<file path="src/rtl/fpga_link_pkg.sv">
// Shared definitions for the two-board ReLU link: default data width,
// the z value type, the Board-1 transmit FSM states and the saturating
// conversion also used by Board-2 test models.
package fpga_link_pkg;

    localparam int DATA_W = 4;

    typedef logic signed [DATA_W-1:0] z_t;

    typedef enum logic {
        ACCUM = 1'b0,
        HOLD  = 1'b1
    } tx_state_t;

    // Clamp a wide signed accumulator into the signed DATA_W range.
    function automatic z_t sat_to_z(input logic signed [31:0] acc);
        int zmax;
        int zmin;
        zmax = (1 << (DATA_W - 1)) - 1;
        zmin = -(1 << (DATA_W - 1));
        if (acc > zmax) begin
            return z_t'(zmax);
        end else if (acc < zmin) begin
            return z_t'(zmin);
        end else begin
            return z_t'(acc);
        end
    endfunction

endpackage

</file>
<file path="src/rtl/fpga1_z_tx_hold_timer.sv">
// hold_timer: loadable down-counter that times the GPIO hold window.
// done_o is high while the count is zero.
module hold_timer #(
    parameter int CNT_W = 1
) (
    input  logic             clk_i,
    input  logic             rst_n_i,
    input  logic             load_i,
    input  logic [CNT_W-1:0] load_val_i,
    input  logic             en_i,
    output logic             done_o
);

    logic [CNT_W-1:0] cnt_q;
    logic [CNT_W-1:0] cnt_d;

    assign done_o = (cnt_q == '0);

    // Next count: load has priority, otherwise count down to zero while enabled.
    always_comb begin
        cnt_d = cnt_q;
        if (load_i) begin
            cnt_d = load_val_i;
        end else if (en_i && !done_o) begin
            cnt_d = cnt_q - CNT_W'(1);
        end
    end

    // Count register.
    always_ff @(posedge clk_i or negedge rst_n_i) begin
        if (!rst_n_i) begin
            cnt_q <= '0;
        end else begin
            cnt_q <= cnt_d;
        end
    end

endmodule

</file>
<file path="src/rtl/fpga1_z_tx.sv">
// fpga1_z_tx: Board-1 side of the ReLU link. Accumulates z = sum(x*w) over
// N_TERMS valid/ready beats, then drives z onto a registered GPIO bus and
// holds it for HOLD_CYCLES cycles before accepting the next frame.
// Build option: define FPGA1_SAT_EN to clamp z to the signed DATA_W range;
// otherwise z is the low DATA_W bits of the accumulator (two's-complement wrap).
module fpga1_z_tx #(
    parameter int DATA_W      = 4,
    parameter int N_TERMS     = 4,
    parameter int HOLD_CYCLES = 5_000_000
) (
    input  logic                     CLOCK_50,
    input  logic [0:0]               KEY,
    input  logic                     in_valid,
    output logic                     in_ready,
    input  logic signed [DATA_W-1:0] x_in,
    input  logic signed [DATA_W-1:0] w_in,
    output logic [DATA_W-1:0]        GPIO_OUT,
    output logic                     z_valid,
    output logic                     busy
);

    import fpga_link_pkg::*;

    localparam int ACC_W  = 2 * DATA_W + $clog2(N_TERMS) + 1;
    localparam int PROD_W = 2 * DATA_W;
    localparam int CNT_W  = (N_TERMS > 1) ? $clog2(N_TERMS) : 1;
    localparam int HLD_W  = (HOLD_CYCLES > 1) ? $clog2(HOLD_CYCLES) : 1;

    localparam logic [CNT_W-1:0] LAST_CNT  = CNT_W'(N_TERMS - 1);
    localparam logic [HLD_W-1:0] HOLD_LOAD = HLD_W'(HOLD_CYCLES - 1);

`ifdef FPGA1_SAT_EN
    localparam logic signed [ACC_W-1:0] Z_MAX = ACC_W'((1 << (DATA_W - 1)) - 1);
    localparam logic signed [ACC_W-1:0] Z_MIN = ACC_W'(-(1 << (DATA_W - 1)));
`endif

    logic                     rst_n;
    tx_state_t                state_q;
    tx_state_t                state_d;
    logic signed [ACC_W-1:0]  acc_q;
    logic signed [ACC_W-1:0]  acc_d;
    logic [CNT_W-1:0]         cnt_q;
    logic [CNT_W-1:0]         cnt_d;
    logic [DATA_W-1:0]        gpio_q;
    logic [DATA_W-1:0]        gpio_d;
    logic                     zv_q;
    logic                     zv_d;

    logic signed [PROD_W-1:0] prod;
    logic signed [ACC_W-1:0]  acc_next;
    logic [DATA_W-1:0]        z_new;
    logic                     hs;
    logic                     last_beat;
    logic                     hold_load;
    logic                     hold_done;

    assign rst_n     = KEY[0];
    assign in_ready  = (state_q == ACCUM);
    assign busy      = (state_q == HOLD);
    assign hs        = in_valid & in_ready;
    assign last_beat = (cnt_q == LAST_CNT);

    assign GPIO_OUT  = gpio_q;
    assign z_valid   = zv_q;

    // Full-width signed product, sign-extended into the accumulator.
    always_comb begin
        prod     = x_in * w_in;
        acc_next = acc_q + $signed({{(ACC_W - PROD_W){prod[PROD_W-1]}}, prod});
    end

    // Reduce the completed sum to the bus width.
    always_comb begin
`ifdef FPGA1_SAT_EN
        if (acc_next > Z_MAX) begin
            z_new = Z_MAX[DATA_W-1:0];
        end else if (acc_next < Z_MIN) begin
            z_new = Z_MIN[DATA_W-1:0];
        end else begin
            z_new = acc_next[DATA_W-1:0];
        end
`else
        z_new = acc_next[DATA_W-1:0];
`endif
    end

    // Next-state logic: accumulate beats, load GPIO on the last one, then hold.
    always_comb begin
        state_d   = state_q;
        acc_d     = acc_q;
        cnt_d     = cnt_q;
        gpio_d    = gpio_q;
        zv_d      = 1'b0;
        hold_load = 1'b0;
        case (state_q)
            ACCUM: begin
                if (hs) begin
                    if (last_beat) begin
                        gpio_d    = z_new;
                        zv_d      = 1'b1;
                        acc_d     = '0;
                        cnt_d     = '0;
                        hold_load = 1'b1;
                        state_d   = HOLD;
                    end else begin
                        acc_d = acc_next;
                        cnt_d = cnt_q + CNT_W'(1);
                    end
                end
            end
            HOLD: begin
                if (hold_done) begin
                    state_d = ACCUM;
                end
            end
            default: begin
                state_d = ACCUM;
            end
        endcase
    end

    // State, accumulator and output registers.
    always_ff @(posedge CLOCK_50 or negedge rst_n) begin
        if (!rst_n) begin
            state_q <= ACCUM;
            acc_q   <= '0;
            cnt_q   <= '0;
            gpio_q  <= '0;
            zv_q    <= 1'b0;
        end else begin
            state_q <= state_d;
            acc_q   <= acc_d;
            cnt_q   <= cnt_d;
            gpio_q  <= gpio_d;
            zv_q    <= zv_d;
        end
    end

    hold_timer #(
        .CNT_W(HLD_W)
    ) u_hold_timer (
        .clk_i      (CLOCK_50),
        .rst_n_i    (rst_n),
        .load_i     (hold_load),
        .load_val_i (HOLD_LOAD),
        .en_i       (busy),
        .done_o     (hold_done)
    );

endmodule

</file>
<file path="config.mk">
export PLATFORM = sky130hd
export DESIGN_NAME = fpga1_z_tx
export DESIGN_NICKNAME = d
export VERILOG_FILES = /design/src/rtl/fpga_link_pkg.sv /design/src/rtl/fpga1_z_tx_hold_timer.sv /design/src/rtl/fpga1_z_tx.sv
export SDC_FILE = /design/constraint.sdc
export NUM_CORES = 1
export LEC_CHECK = 0
export ABC_AREA = 1
export CORE_MARGIN = 2
export CORE_UTILIZATION = 50
export CTS_CLUSTER_SIZE = 14
export DETAILED_ROUTE_END_ITERATION = 7
export MAX_ROUTING_LAYER = met4
export PLACE_DENSITY = 0.7
export SLEW_MARGIN = 20
export SYNTH_ARGS = -nofsm -noshare
export SYNTH_HDL_FRONTEND = slang
export SYNTH_SLANG_ARGS = --single-unit
</file>
<file path="constraint.sdc">
create_clock -name CLOCK_50 -period 3 [get_ports CLOCK_50]
set_clock_uncertainty 0.2 [all_clocks]
set_input_delay 0.6 -clock CLOCK_50 [delete_from_list [all_inputs] [get_ports CLOCK_50]]
set_output_delay 0.6 -clock CLOCK_50 [all_outputs]
set_load 0.01 [all_outputs]
</file>
Word level (Yosys, flattened, before mapping)
Cells that the tools add are included. Widths: inputs -> output; s select.

$add $sub $neg: 3. $lt $le $gt $ge: 0. Eq/ne operators: 1. Mux-type cells: 9. Divide/modulo/power cells: 0. Shifts and indexed selects: 0. Reduce and logical (&&, ||, !) cells: 6. Bitwise operators: 2. $mul: 1.

Operator list (number): $mux 23 (2); $logic_not 23->1 (1); $sub 23x1->23 const B (1); $add 11x8->11 (1); $mux 11 (1); $mul 4x4->8 (1); $mux 1 (4); $reduce_and 3->1 (1); $add 2x1->2 const B (1); $eq 2x2->1 const B (1); $mux 2 (1); $pmux 1 s2 (1); $reduce_and 2->1 (1); $reduce_bool 2->1 (1); $and 1x1->1 (1); $logic_and 1x1->1 (1); $logic_not 1->1 (1); $not 1->1 (1).

Output and inout port bits: 7. Bits in read-only memories: 0. RAM bits: 0. Memories: 0. Bits in latches: 0. Input bits: 11. Word-level logic and storage cells: 28. Register bits: 42.

Logic depth before layout (Yosys ltp)
Gate-level depths: netlist of the first run.

Word-level depth: 5. Depth in mapped cells: 18. Gate-level depth less buffers: 18.

Modules after synthesis
A second synthesis of the first run with hierarchy kept.

Cell total of the unflattened synthesis: 380. Area total of the unflattened synthesis: 2587.5 µm².

Modules (own cells, without submodules): hold_timer (area an instance 1725.4 µm², cells each 265, instances 1, seq. area each 575.6 µm²); fpga1_z_tx (area an instance 862.1 µm², cells each 115, instances 1, seq. area each 300.3 µm²).

Worst setup path before layout of the first run
No wires, ideal clock.

Path kind: input-to-reg. Start: in x_in[0]. End: reg gpio_q[3], in the netlist GPIO_OUT[3]. Library setup time: 117 ps. Path buffers: 0. Cell stages on the path: 18. Setup slack: 141 ps. Arrival time: 2542 ps. Path through: nand2_1 > inv_1 > ha_1 > ha_1 > fa_1 > ha_1 > inv_1 > nand2_1 > nand2_1 > nand2_1 > nand2_1 > inv_1 > nand2_1 > nand2_1 > nand2_1 > nand2_1 > nand2_1 > nand2_1.

Cells in the longest elaborated chain, start to end: 2.

RTL lines: start: declaration (line fpga1_z_tx.sv:15) `input logic signed [DATA_W-1:0] x_in,`; $mul 4x4->8 (line fpga1_z_tx.sv:68) `prod = x_in * w_in;`; $add 11x8->11 (line fpga1_z_tx.sv:69) `acc_next = acc_q + $signed({{(ACC_W - PROD_W){prod[PROD_W-1]}}, prod});`; end signal: assignment (line fpga1_z_tx.sv:134) `gpio_q <= gpio_d;`; end: declaration (line fpga1_z_tx.sv:44) `logic [DATA_W-1:0] gpio_q;`.

No other way between the ends. A chain may end at the register's enable or synchronous reset.

Worst setup path in the final report of the first run
Start: in x_in[1]. End: reg gpio_q[3], in the netlist GPIO_OUT[3].

Same word-level chain as after synthesis.

==> results of run 1 <==
-- worst paths after layout --
check,from,endpoint,slack [ns]
max in group asynchronous,KEY,u_hold_timer.cnt_q[22],1.92
min in group CLOCK_50,GPIO_OUT[2],GPIO_OUT[2],0.29
max,x_in[1],GPIO_OUT[3],0.17
min,KEY,cnt_q[0],0.18
min reg2reg,GPIO_OUT[2],GPIO_OUT[2],0.29
max reg2reg,acc_q[2],GPIO_OUT[3],0.41
-- registers in the layout, indices dropped and copies added, names as in the netlist --
signal,count
GPIO_OUT,4
acc_q,4
busy,1
cnt_q,2
u_hold_timer.cnt_q,23
z_valid,1
-- through the flow --
step                std cells  utilization, %  total power, mW  hold slack [ns]
global placement          389            57.6            0.546            0.264
global route              397            61.7             1.02            0.263
detailed placement        389            57.6            0.548            0.280
finish                    397            61.7            0.983            0.180
CTS                       397            60.8            0.989            0.216
floorplan                 320               -            0.512            0.104
-- cell usage in the layout (no fill, tap or decap), types with 6 or more instances in the layout --
master and count:
sky130_fd_sc_hd__inv_2 6, sky130_fd_sc_hd__nand3b_1 6, sky130_fd_sc_hd__clkdlybuf4s50_1 10, sky130_fd_sc_hd__nor2_1 40, sky130_fd_sc_hd__buf_4 6, sky130_fd_sc_hd__xor2_1 7
sky130_fd_sc_hd__nand2_1 102, sky130_fd_sc_hd__nand3_1 19, sky130_fd_sc_hd__dfrtp_1 35, sky130_fd_sc_hd__nand4_1 10, sky130_fd_sc_hd__o21ai_0 20, sky130_fd_sc_hd__inv_1 32
-- power by group --
part | leakage [nW] | internal [mW] | switching, mW | total (mW)
clock | 0.0587 | 0.252 | 0.187 | 0.439
sequential | 0.401 | 0.471 | 0 | 0.471
combinational | 0.815 | 0.0321 | 0.0406 | 0.0727
total | 1.27 | 0.755 | 0.227 | 0.983
-- area by class of cell --
class / count / area (um^2) / share of cell area [%]
Multi-Input combinational cell: 241 / 1310 / 48.0
Clock buffer: 5 / 68.8 / 2.53
Inverter: 38 / 143 / 5.24
Sequential cell: 35 / 876 / 32.2
Tap cell: 52 / 65.1 / 2.39
Timing Repair Buffer: 23 / 215 / 7.90
Clock inverter: 3 / 47.5 / 1.75
-- kinds of logic after synthesis --
family | count (synthesis) | share of synthesized area, %
AND/OR/NAND/NOR | 192 | 36.7
buffers and inverters | 44 | 8.02
flip-flops | 35 | 37.9
AO/OA/AOI/OAI | 28 | 7.20
adder cells (fa/ha/maj) | 11 | 6.28
XOR/XNOR | 9 | 3.41
multiplexers | 1 | 0.488
-- layer usage --
layer / GRT usage, % / vias to the layer above / wire [um]
met5: - / - / 0
li1: - / 1059 / -
met1: 34.5 / 950 / 2550
met3: 3.61 / 6 / 152
met4: 6.29 / 0 / 51
met2: 36.0 / 31 / 2340
-- repair_timing --
| item | 4_1_cts | 5_1_grt |
|---|---|---|
| resized for setup | 7 | 12 |
| pin swaps | 2 | 6 |
| endpoints found under the setup margin | 2 | 2 |
==> metrics.log, run 1 <==
INFO  metric status = complete, no violations
INFO  metric timing.slew.headroom = 48.3%
INFO  metric number_of_global_route_vias_before_repair = 2072
INFO  metric layout.filler_cells = 412
INFO  metric cap_viol_max_count = 0
INFO  metric cp-start-kind = input port
INFO  metric postLayoutCellArea = 0.00272 mm^2
INFO  metric crit_family = adder cells
INFO  metric worstPathArrival = 2.82 ns
INFO  metric clk_path_buf_depth = 2
INFO  metric drt-initial-drc-count = 99
INFO  metric clock_tree_from_tritoncts = done
INFO  metric core-area = 0.00441 mm^2
INFO  metric timing_worst_slew_pin_value = 0.775 ns
INFO  metric ratio_of_cells_with_drive_above_1_in_the_final_layout = 13.6%
INFO  metric start_util = 52.3%
INFO  metric clk_transition_reported_paths = 0.08 ns
INFO  metric finalMaxSlewViolations = 0
INFO  metric cts-hold-fix-buffers = 0
INFO  metric io-pin-count = 18
INFO  metric netlist_instances = 320
INFO  metric synth_top_cell_by_area = sky130_fd_sc_hd__dfrtp_1
INFO  metric floorplan.die_area = 0.00518 mm^2
INFO  metric drt_pass1_iterations = 4
INFO  metric clk-insertion-delay-late = 0.29 ns
INFO  metric cp_cell_sequence = dlygate4sd2_1 -> buf_4 -> nand2_1 -> inv_2 -> ha_4 -> ha_2 -> fa_1 -> ha_2 -> inv_1 -> nand2_2 -> nand3b_1 -> nand2_2 -> inv_1 -> nand2_1 -> nand2_1 -> nand2_1 -> nand2_1 -> nand2_1 -> nand2_1
INFO  metric die_span_y = 72.0 um
INFO  metric synth-seq-area-share = 37.9%
INFO  metric dieWidth = 72.0 um
INFO  metric setup.worst_path.end_class = flip-flop
INFO  metric timing_hold_violations_final = 0
INFO  metric syn_area_per_cell = 7.22 um^2
INFO  metric synth_most_common_cell = sky130_fd_sc_hd__nand2_1
INFO  metric route.detailed.vias_per_inst = 5.15
INFO  metric place.port_buffers = 17
INFO  metric cellLeakagePower = 1.27 nW
INFO  metric post-cts-setup-buffer-count = 0
INFO  metric final_net_count = 366
INFO  metric initial_antenna_violation_count = 0
INFO  metric clock_tree.htree_level_count = 2
INFO  metric achievable-frequency = 353 MHz
INFO  metric cp.buffers_inverters = 5
INFO  metric dpl-instance-area = 0.00254 mm^2
INFO  metric hold_path.class = in -> async
INFO  metric ys.warnings.count = 0
INFO  metric grt_start_max_net_pins = 36
INFO  metric post_synth_instance_area = 0.00231 mm^2
INFO  metric cp_max_fo = 3
INFO  metric route.vias.total = 2046
INFO  metric setup_viol = 0
INFO  metric number_of_synthesized_flops_with_an_enable_pin = 0
INFO  metric period_needed = 2.83 ns
INFO  metric ys_ff_latch = 35
INFO  metric area.growth.synth_to_final = 17.9%
INFO  metric synthTopCellsByArea = sky130_fd_sc_hd__dfrtp_1 (38%), sky130_fd_sc_hd__nand2_1 (17%), sky130_fd_sc_hd__nor2_1 (6.5%), sky130_fd_sc_hd__inv_1 (5.9%), sky130_fd_sc_hd__ha_1 (5.4%)
INFO  metric cp_common_cell = sky130_fd_sc_hd__nand2_1
INFO  metric cts.sink_count = 35
INFO  metric cts-buffers-inserted = 5
INFO  metric critical-path-slowest-cell = sky130_fd_sc_hd__fa_1
INFO  metric routability_congestion_estimate = 0.923
INFO  metric grt_overflow_total = 0
INFO  metric synthDistinctLibCells = 28
INFO  metric antenna_cells_inserted = 0
INFO  metric total_routed_wirelength = 5.10 mm
INFO  metric ir_worst_vdd = 267 uV
INFO  metric final.period_utilization = 94.4%
INFO  metric dominantRegCellSynth = sky130_fd_sc_hd__dfrtp_1
INFO  metric dp_hpwl = 3.76 mm
INFO  metric pwr_density_cell = 361 mW/mm^2
INFO  metric placementRows = 24
INFO  metric final.setup.tns = 0 ns
INFO  metric place_worst_setup_slack = -0.460 ns
INFO  metric path_depth = 19
INFO  metric synth_top_area_share = 37.9%
INFO  metric drc = 0
INFO  metric cp_slowest_stage_delay = 0.51 ns
INFO  metric async_flop_share = 100%
INFO  metric r2r.worst_path.cells = 15
INFO  metric worst-endpoint-required = 2.98 ns
INFO  metric wl_per_cell = 12.8 um
INFO  metric synthTopCellsByCount = sky130_fd_sc_hd__nand2_1 (104), sky130_fd_sc_hd__nor2_1 (40), sky130_fd_sc_hd__inv_1 (36)
INFO  metric grt_first_pass_wirelength = 9.52 mm
INFO  metric root_buffer = sky130_fd_sc_hd__clkbuf_8
INFO  metric rsz_0062_raised_after_global_routing = false
INFO  metric postRouteAntennaNets = 0
INFO  metric final_critical_path_setup_slack = 0.168 ns
INFO  metric crit_type = in -> reg
INFO  metric grtUsageTotal = 24.0%
INFO  metric mappedNetlistNets = 342
Power figures use the tool's default switching activity.
==> inputs of run 2 (changes only) <==
--- a/config.mk
+++ b/config.mk
@@ -10,6 +10,7 @@
 export CORE_UTILIZATION = 50
 export CTS_CLUSTER_SIZE = 14
 export DETAILED_ROUTE_END_ITERATION = 7
+export GPL_ROUTABILITY_DRIVEN = 0
 export MAX_ROUTING_LAYER = met4
 export PLACE_DENSITY = 0.7
 export SLEW_MARGIN = 20
==> run 2 against run 1 <==
Sequential power about the same. Register-to-register slack improved by 0.05 ns. Sequential share of layout area increased by 0.59 points. Via count increased by 0.34%. Maximum frequency decreased by 0.33%. Utilization decreased by 1.1 points. Total power decreased by 9.4%. Critical path depth decreased by 1. Hold slack got worse by 0.0023 ns. Critical path type unchanged. Critical endpoint unchanged. Highest routed layer unchanged.
==> metrics.log, run 2 (same netlist as run 1, synthesis figures left out) <==
INFO  metric achievable-frequency = 352 MHz (-0.33%)
INFO  metric setup.worst_path.end_class = flip-flop
INFO  metric pwr_density_cell = 333 mW/mm^2 (-7.7%)
INFO  metric timing.slew.headroom = 47.9% (-0.44 points)
INFO  metric grt_first_pass_wirelength = 8.98 mm (-5.7%)
INFO  metric layout_commonest_cell = sky130_fd_sc_hd__nand2_1
INFO  metric area.growth.synth_to_final = 15.8%
INFO  metric largest_register_ff_count = 23 (unchanged)
INFO  metric grt_overflow_total = 0 (unchanged)
INFO  metric route.detailed.vias_per_inst = 5.18 (+0.60%)
INFO  metric final.setup.tns = 0 ns (unchanged)
INFO  metric postLayoutCellArea = 0.00268 mm^2 (-1.8%)
INFO  metric status = complete, no violations
INFO  metric critical-path-slowest-cell = sky130_fd_sc_hd__fa_1
INFO  metric total_routed_wirelength = 5.09 mm (-0.27%)
INFO  metric floorplan.die_area = 0.00518 mm^2 (unchanged)
INFO  metric place.port_buffers = 17 (unchanged)
INFO  metric dp_hpwl = 3.73 mm (-0.67%)
INFO  metric fin_worst_hold_slack = 0.177 ns (-0.00234 ns)
INFO  metric placementRows = 24 (unchanged)
INFO  metric clock_tree_from_tritoncts = done
INFO  metric number_of_global_route_vias_before_repair = 1980 (-4.4%)
INFO  metric route.vias.total = 2053 (+0.34%)
INFO  metric dpl-instance-area = 0.00254 mm^2 (unchanged)
INFO  metric grtUsageTotal = 22.9% (-1.1 points)
INFO  metric finalMaxSlewViolations = 0 (unchanged)
INFO  metric cp_max_fo = 4 (+1)
INFO  metric post-cts-setup-buffer-count = 0 (unchanged)
INFO  metric cts-hold-fix-buffers = 0 (unchanged)
INFO  metric postRouteAntennaNets = 0 (unchanged)
INFO  metric crit_family = adder cells
INFO  metric drt_pass1_iterations = 4 (unchanged)
INFO  metric final_critical_path_setup_slack = 0.159 ns (-0.00935 ns)
INFO  metric grt_start_max_net_pins = 36 (unchanged)
INFO  metric drt-initial-drc-count = 166 (+68%)
INFO  metric core-area = 0.00441 mm^2 (unchanged)
INFO  metric postLayoutCoreUtil = 60.6% (-1.1 points)
INFO  metric timing_hold_violations_final = 0 (unchanged)
INFO  metric cellLeakagePower = 1.26 nW (-1.3%)
INFO  metric fin_total_pwr = 0.890 mW (-9.4%)
INFO  metric io-pin-count = 18 (unchanged)
INFO  metric cp.buffers_inverters = 4 (-1)
INFO  metric crit_type = in -> reg
INFO  metric layout.filler_cells = 414 (+0.49%)
INFO  metric clk_transition_reported_paths = 0.08 ns (about the same)
INFO  metric cp_cell_sequence = dlygate4sd2_1 -> nand2_1 -> inv_1 -> ha_4 -> ha_4 -> fa_1 -> ha_2 -> inv_1 -> nand2_1 -> nand3b_1 -> nand2_1 -> inv_1 -> nand2_2 -> nand2_1 -> nand2_1 -> nand2_1 -> nand2_1 -> nand2_1
INFO  metric timing_worst_slew_pin_value = 0.781 ns (+0.00661 ns)
INFO  metric regMostFlops = u_hold_timer.cnt_q
INFO  metric rsz_0062_raised_after_global_routing = false
INFO  metric cp_slowest_stage_delay = 0.50 ns (about the same)
INFO  metric period_needed = 2.84 ns (+0.00935 ns)
INFO  metric ratio_of_cells_with_drive_above_1_in_the_final_layout = 12.5% (-1.1 points)
INFO  metric die_span_y = 72.0 um (unchanged)
INFO  metric cp_common_cell = sky130_fd_sc_hd__nand2_1
INFO  metric antenna_cells_inserted = 0 (unchanged)
INFO  metric dpl.cell_count = 389 (unchanged)
INFO  metric place_worst_setup_slack = -0.439 ns (+0.0211 ns)
INFO  metric dieWidth = 72.0 um (unchanged)
INFO  metric clk-insertion-delay-late = 0.30 ns (about the same)
INFO  metric ir_worst_vdd = 258 uV (-3.5%)
INFO  metric cp-start-kind = input port
INFO  metric final.period_utilization = 94.7% (+0.31 points)
INFO  metric clk_path_buf_depth = 2 (unchanged)
INFO  metric clock_tree.htree_level_count = 2 (unchanged)
INFO  metric cap_viol_max_count = 0 (unchanged)
INFO  metric hold_path.class = in -> async
INFO  metric wl_per_cell = 12.8 um (about the same)
INFO  metric setup_viol = 0 (unchanged)
INFO  metric initial_antenna_violation_count = 0 (unchanged)
INFO  metric layout.cells.non_filler = 396 (-0.25%)
INFO  metric worst-endpoint-required = 2.99 ns (about the same)
INFO  metric drc = 0 (unchanged)
INFO  metric final_net_count = 365 (-0.27%)
INFO  metric cts.sink_count = 35 (unchanged)
INFO  metric root_buffer = sky130_fd_sc_hd__clkbuf_8
INFO  metric cts-buffers-inserted = 5 (unchanged)
INFO  metric layout.cells.most_common_list = sky130_fd_sc_hd__nand2_1 (102), sky130_fd_sc_hd__nor2_1 (40), sky130_fd_sc_hd__dfrtp_1 (35)
INFO  metric start_util = 52.3% (unchanged)
INFO  metric worstPathArrival = 2.83 ns (about the same)
run 2: cell count changes in the layout (fill, tap and decap cells not counted), sizes merged:
cell	previous run	this run
clkinvlp	0	2
buf	7	6
bufinv	1	0
clkdlybuf4s15	1	0
dlygate4sd2	2	3
inv	39	38
run 2: final timing paths:
path | start | slack (ns) | depth (start not counted) | to
max reg2reg | acc_q[2] | 0.46 | 15 | GPIO_OUT[3]
min reg2reg | u_hold_timer.cnt_q[22] | 0.29 | 2 | u_hold_timer.cnt_q[22]
max in group asynchronous | KEY | 1.92 | 1 | GPIO_OUT[2]
min | KEY | 0.18 | 1 | z_valid
min in group CLOCK_50 | u_hold_timer.cnt_q[22] | 0.29 | 2 | u_hold_timer.cnt_q[22]
max | w_in[0] | 0.16 | 18 | GPIO_OUT[3]
run 2: metal layers:
metal  GRT usage [%]  wire (um)  vias up
li1                -          -     1054
met3            3.47        258        6
met2            33.3       2220       38
met1            33.3       2540      955
met5               -          0        -
met4            6.92         66        0
run 2: worst reg2reg max path, stage by stage (launching register included):
cell	delay [ns]
sky130_fd_sc_hd__dfrtp_1	0.42
sky130_fd_sc_hd__ha_4	0.26
sky130_fd_sc_hd__ha_4	0.24
sky130_fd_sc_hd__fa_1	0.50
sky130_fd_sc_hd__ha_2	0.17
sky130_fd_sc_hd__inv_1	0.04
sky130_fd_sc_hd__nand2_1	0.07
sky130_fd_sc_hd__nand3b_1	0.08
sky130_fd_sc_hd__nand2_1	0.09
sky130_fd_sc_hd__inv_1	0.05
sky130_fd_sc_hd__nand2_2	0.06
sky130_fd_sc_hd__nand2_1	0.04
sky130_fd_sc_hd__nand2_1	0.05
sky130_fd_sc_hd__nand2_1	0.06
sky130_fd_sc_hd__nand2_1	0.06
sky130_fd_sc_hd__nand2_1	0.04
run 2: where the power goes:
group / leakage (nW) / total, mW / switching (mW) / internal, mW
combinational: 0.817 / 0.0707 / 0.0401 / 0.0305
clock: 0.0402 / 0.348 / 0.187 / 0.162
sequential: 0.401 / 0.471 / 0 / 0.471
run 2: final cells by class:
| cell class | instances | area (um^2) | area share, % |
|---|---|---|---|
| flip-flops and latches | 35 | 876 | 32.7 |
| inverters | 38 | 143 | 5.33 |
| multi-input cells | 241 | 1300 | 48.5 |
| repair buffers | 22 | 206 | 7.72 |
| clock inverters | 3 | 20.0 | 0.748 |
| clock buffers | 5 | 68.8 | 2.57 |
| well taps | 52 | 65.1 | 2.43 |
run 2: repair_timing:
item	CTS	global route
endpoints found under the setup margin	2	2
gates resized for setup	9	6
gates cloned	0	0
endpoints found under the hold margin	0	0
pin swaps	3	9
==> inputs of run 3 (changes only) <==
--- a/config.mk
+++ b/config.mk
@@ -5,15 +5,15 @@
 export SDC_FILE = /design/constraint.sdc
 export NUM_CORES = 1
 export LEC_CHECK = 0
-export ABC_AREA = 1
 export CORE_MARGIN = 2
 export CORE_UTILIZATION = 50
 export CTS_CLUSTER_SIZE = 14
 export DETAILED_ROUTE_END_ITERATION = 7
 export GPL_ROUTABILITY_DRIVEN = 0
 export MAX_ROUTING_LAYER = met4
-export PLACE_DENSITY = 0.7
+export PLACE_DENSITY = 0.71
 export SLEW_MARGIN = 20
 export SYNTH_ARGS = -nofsm -noshare
 export SYNTH_HDL_FRONTEND = slang
 export SYNTH_SLANG_ARGS = --single-unit
+export TNS_END_PERCENT = 10
==> run 3 against run 2 <==
Final area decreased by 6.3%. Register-to-register slack got worse by 0.18 ns. Total power increased by 12%. Critical path depth decreased by 8. Sequential share of layout area increased by 2.2 points. Combinational power increased by 17%. Global-route usage decreased by 1.2 points. Synthesized cell count decreased by 33%. Largest cell class unchanged. Largest power group unchanged.
==> metrics.log, run 3 <==
INFO  metric clk-insertion-delay-late = 0.29 ns (about the same)
INFO  metric area.growth.synth_to_final = 21.4%
INFO  metric layout_commonest_cell = sky130_fd_sc_hd__nand2_1
INFO  metric layout.cells.most_common_list = sky130_fd_sc_hd__nand2_1 (36), sky130_fd_sc_hd__dfrtp_1 (35), sky130_fd_sc_hd__mux2i_1 (13), sky130_fd_sc_hd__buf_4 (13), sky130_fd_sc_hd__nor2_1 (12)
INFO  metric ys_ff_latch = 35 (unchanged)
INFO  metric crit_type = in -> reg
INFO  metric final.setup.tns = 0 ns (unchanged)
INFO  metric r2r.worst_path.cells = 6 (-9)
INFO  metric post-cts-setup-buffer-count = 0 (unchanged)
INFO  metric setup_viol = 0 (unchanged)
INFO  metric synth-seq-area-share = 42.4% (+4.5 points)
INFO  metric final_critical_path_setup_slack = 0.0813 ns (-0.0776 ns)
INFO  metric period_needed = 2.92 ns (+0.0776 ns)
INFO  metric status = complete, no violations
INFO  metric drt-initial-drc-count = 72 (-57%)
INFO  metric netlist_instances = 215 (-33%)
INFO  metric fin_worst_hold_slack = 0.279 ns (+0.101 ns)
INFO  metric clk_path_buf_depth = 2 (unchanged)
INFO  metric cp.buffers_inverters = 1 (-3)
INFO  metric total_routed_wirelength = 4.33 mm (-15%)
INFO  metric layout.filler_cells = 370 (-11%)
INFO  metric route.vias.total = 1673 (-19%)
INFO  metric number_of_synthesized_flops_with_an_enable_pin = 0 (unchanged)
INFO  metric route.detailed.vias_per_inst = 5.65 (+9.0%)
INFO  metric rsz_0062_raised_after_global_routing = false
INFO  metric timing_worst_slew_pin_value = 0.523 ns (-0.258 ns)
INFO  metric footprint_of_the_multi_input_gates = 0.00118 mm^2 (-8.8%)
INFO  metric synth_top_area_share = 42.4% (+4.5 points)
INFO  metric place.port_buffers = 17 (unchanged)
INFO  metric crit_family = adder cells
INFO  metric hold_path.class = reg -> reg
INFO  metric cp_slowest_stage_delay = 0.48 ns (-0.02 ns)
INFO  metric hold-path-cell-count = 2
INFO  metric async_flop_share = 100% (unchanged)
INFO  metric cp_max_fo = 2 (-2)
INFO  metric postRouteAntennaNets = 0 (unchanged)
INFO  metric cp_cell_sequence = dlygate4sd2_1 -> and2_4 -> ha_4 -> ha_4 -> fa_1 -> ha_2 -> xor2_1 -> xnor2_1 -> xnor3_1 -> o31ai_1
INFO  metric critical-path-slowest-cell = sky130_fd_sc_hd__fa_1
INFO  metric synthTopCellsByCount = sky130_fd_sc_hd__nand2_1 (36), sky130_fd_sc_hd__dfrtp_1 (35), sky130_fd_sc_hd__mux2i_1 (13)
INFO  metric postLayoutCoreUtil = 62.7% (+2.1 points)
INFO  metric floorplan.die_area = 0.00466 mm^2 (-10%)
INFO  metric setup.worst_path.end_class = flip-flop
INFO  metric clock_tree.htree_level_count = 2 (unchanged)
INFO  metric ratio_of_cells_with_drive_above_1_in_the_final_layout = 15.9% (+3.4 points)
INFO  metric start_util = 51.6% (-0.68 points)
INFO  metric place_worst_setup_slack = -0.587 ns (-0.148 ns)
INFO  metric regMostFlops = u_hold_timer.cnt_q
INFO  metric clk_transition_reported_paths = 0.07 ns (about the same)
INFO  metric cp-start-kind = input port
INFO  metric clock_tree_from_tritoncts = done
INFO  metric cap_viol_max_count = 0 (unchanged)
INFO  metric dieWidth = 68.3 um (-5.1%)
INFO  metric number_of_global_route_vias_before_repair = 1627 (-18%)
INFO  metric cts-buffers-inserted = 5 (unchanged)
INFO  metric ir_worst_vdd = 259 uV (+0.51%)
INFO  metric initial_antenna_violation_count = 0 (unchanged)
INFO  metric cts.sink_count = 35 (unchanged)
INFO  metric drc = 0 (unchanged)
INFO  metric mappedNetlistNets = 237 (-31%)
INFO  metric post_synth_instance_area = 0.00207 mm^2 (-11%)
INFO  metric worst-endpoint-required = 2.99 ns (about the same)
INFO  metric pwr_density_cell = 399 mW/mm^2 (+20%)
INFO  metric grt_overflow_total = 0 (unchanged)
INFO  metric timing_hold_violations_final = 0 (unchanged)
INFO  metric grtUsageTotal = 21.8% (-1.2 points)
INFO  metric cp_common_cell = sky130_fd_sc_hd__ha_4
INFO  metric synthTopCellsByArea = sky130_fd_sc_hd__dfrtp_1 (42%), sky130_fd_sc_hd__nand2_1 (6.5%), sky130_fd_sc_hd__mux2i_1 (6.3%), sky130_fd_sc_hd__ha_1 (6.1%), sky130_fd_sc_hd__and2_1 (3.3%)
INFO  metric die_span_y = 68.3 um (-5.1%)
INFO  metric synth_top_cell_by_area = sky130_fd_sc_hd__dfrtp_1
INFO  metric timing.slew.headroom = 64.2% (+16 points)
INFO  metric antenna_cells_inserted = 0 (unchanged)
INFO  metric dp_hpwl = 3.13 mm (-16%)
INFO  metric ys.warnings.count = 0 (unchanged)
INFO  metric path_depth = 10 (-8)
INFO  metric core-area = 0.00400 mm^2 (-9.4%)
INFO  metric cellLeakagePower = 1.06 nW (-16%)
INFO  metric worstPathArrival = 2.91 ns (+0.08 ns)
INFO  metric final.period_utilization = 97.3% (+2.6 points)
INFO  metric storage_cell_area = 876 um^2 (unchanged)
INFO  metric largest_register_ff_count = 23 (unchanged)
INFO  metric syn_area_per_cell = 9.61 um^2 (+33%)
INFO  metric achievable-frequency = 343 MHz (-2.7%)
INFO  metric wl_per_cell = 14.6 um (+14%)
INFO  metric dominantRegCellSynth = sky130_fd_sc_hd__dfrtp_1
INFO  metric grt_first_pass_wirelength = 7.36 mm (-18%)
INFO  metric finalMaxSlewViolations = 0 (unchanged)
INFO  metric placementRows = 23 (-4.2%)
INFO  metric cts-hold-fix-buffers = 0 (unchanged)
INFO  metric drt_pass1_iterations = 5 (+1)
INFO  metric io-pin-count = 18 (unchanged)
INFO  metric root_buffer = sky130_fd_sc_hd__clkbuf_8
INFO  metric final_net_count = 267 (-27%)
INFO  metric grt_start_max_net_pins = 36 (unchanged)
INFO  metric synthDistinctLibCells = 42 (+50%)
INFO  metric synth_most_common_cell = sky130_fd_sc_hd__nand2_1
-- run 3: cell types whose count changed after synthesis, moves of 8 or more --
cell | previous run | this run
sky130_fd_sc_hd__nand2_1 | 104 | 36
sky130_fd_sc_hd__mux2i_1 | 0 | 13
sky130_fd_sc_hd__and2_1 | 0 | 11
sky130_fd_sc_hd__inv_1 | 36 | 5
sky130_fd_sc_hd__o21ai_0 | 20 | 10
sky130_fd_sc_hd__nand3_1 | 19 | 7
sky130_fd_sc_hd__nor2_1 | 40 | 12
sky130_fd_sc_hd__nand4_1 | 10 | 2
-- run 3: worst register-to-register path: stages (launching register included) --
cell                      delay (ns)
sky130_fd_sc_hd__dfrtp_1        0.41
sky130_fd_sc_hd__inv_1          0.07
sky130_fd_sc_hd__ha_1           0.19
sky130_fd_sc_hd__or4bb_1        0.50
sky130_fd_sc_hd__or4b_1         0.63
sky130_fd_sc_hd__or4b_1         0.51
sky130_fd_sc_hd__a21oi_1        0.15
-- run 3: area by class of cell --
class / instances / share of cell area (%)
multi-input combinational: 168 / 47.2
tap: 50 / 2.50
clock buffer: 6 / 3.29
inverter: 5 / 0.749
sequential: 35 / 34.9
clock inverter: 2 / 1.40
timing repair buffer: 30 / 9.98
-- run 3: path summary, 6_finish.rpt --
kind | startpoint | end | slack [ns]
max reg2reg | u_hold_timer.cnt_q[0] | u_hold_timer.cnt_q[16] | 0.28
min | GPIO_OUT[1] | GPIO_OUT[1] | 0.28
min in group asynchronous | KEY | z_valid | 0.53
min reg2reg | GPIO_OUT[1] | GPIO_OUT[1] | 0.28
max | w_in[2] | acc_q[3] | 0.08
max in group asynchronous | KEY | u_hold_timer.cnt_q[12] | 1.77
-- run 3: routing by layer --
| layer | vias up | share of wire, % | track usage (%) |
|---|---|---|---|
| met5 | - | 0 | - |
| met4 | 0 | 1.6 | 5.50 |
| met3 | 9 | 3.1 | 5.26 |
| met2 | 27 | 47 | 35.6 |
| met1 | 808 | 48 | 27.2 |
| li1 | 829 | - | - |
-- run 3: logic make-up (layout without fill, tap and decap cells) --
| logic type | count (synthesis) | in the layout | synth area share, % |
|---|---|---|---|
| adders and majority gates | 11 | 11 | 7.03 |
| buffers and inverters | 12 | 43 | 2.79 |
| muxes | 15 | 15 | 7.39 |
| and+or+nand+nor | 105 | 105 | 27.1 |
| AOI/OAI and AO/OA | 30 | 30 | 9.03 |
| DFF | 35 | 35 | 42.4 |
| xor gates and xnor gates | 7 | 7 | 4.30 |
-- run 3: power breakdown --
group	switching [mW]	total [mW]	internal [mW]
clock	0.172	0.441	0.269
sequential	0.00237	0.477	0.475
combinational	0.0347	0.0827	0.0480
-- run 3: stage by stage --
| stage | area (um^2) | std cells | power (mW) |
|---|---|---|---|
| 2_1_floorplan | 2070 | 215 | 0.531 |
| 3_3_place_gp | 2360 | 288 | 0.564 |
| 3_5_place_dp | 2360 | 288 | 0.565 |
| 4_1_cts | 2510 | 296 | 1.01 |
| 5_1_grt | 2510 | 296 | 1.04 |
| 6_report | 2510 | 296 | 1.00 |
-- run 3: what timing repair did --
action	in CTS	in global routing
pin swaps	9	6
setup endpoints to repair	2	2
resized for setup	13	8
gates cloned	0	0
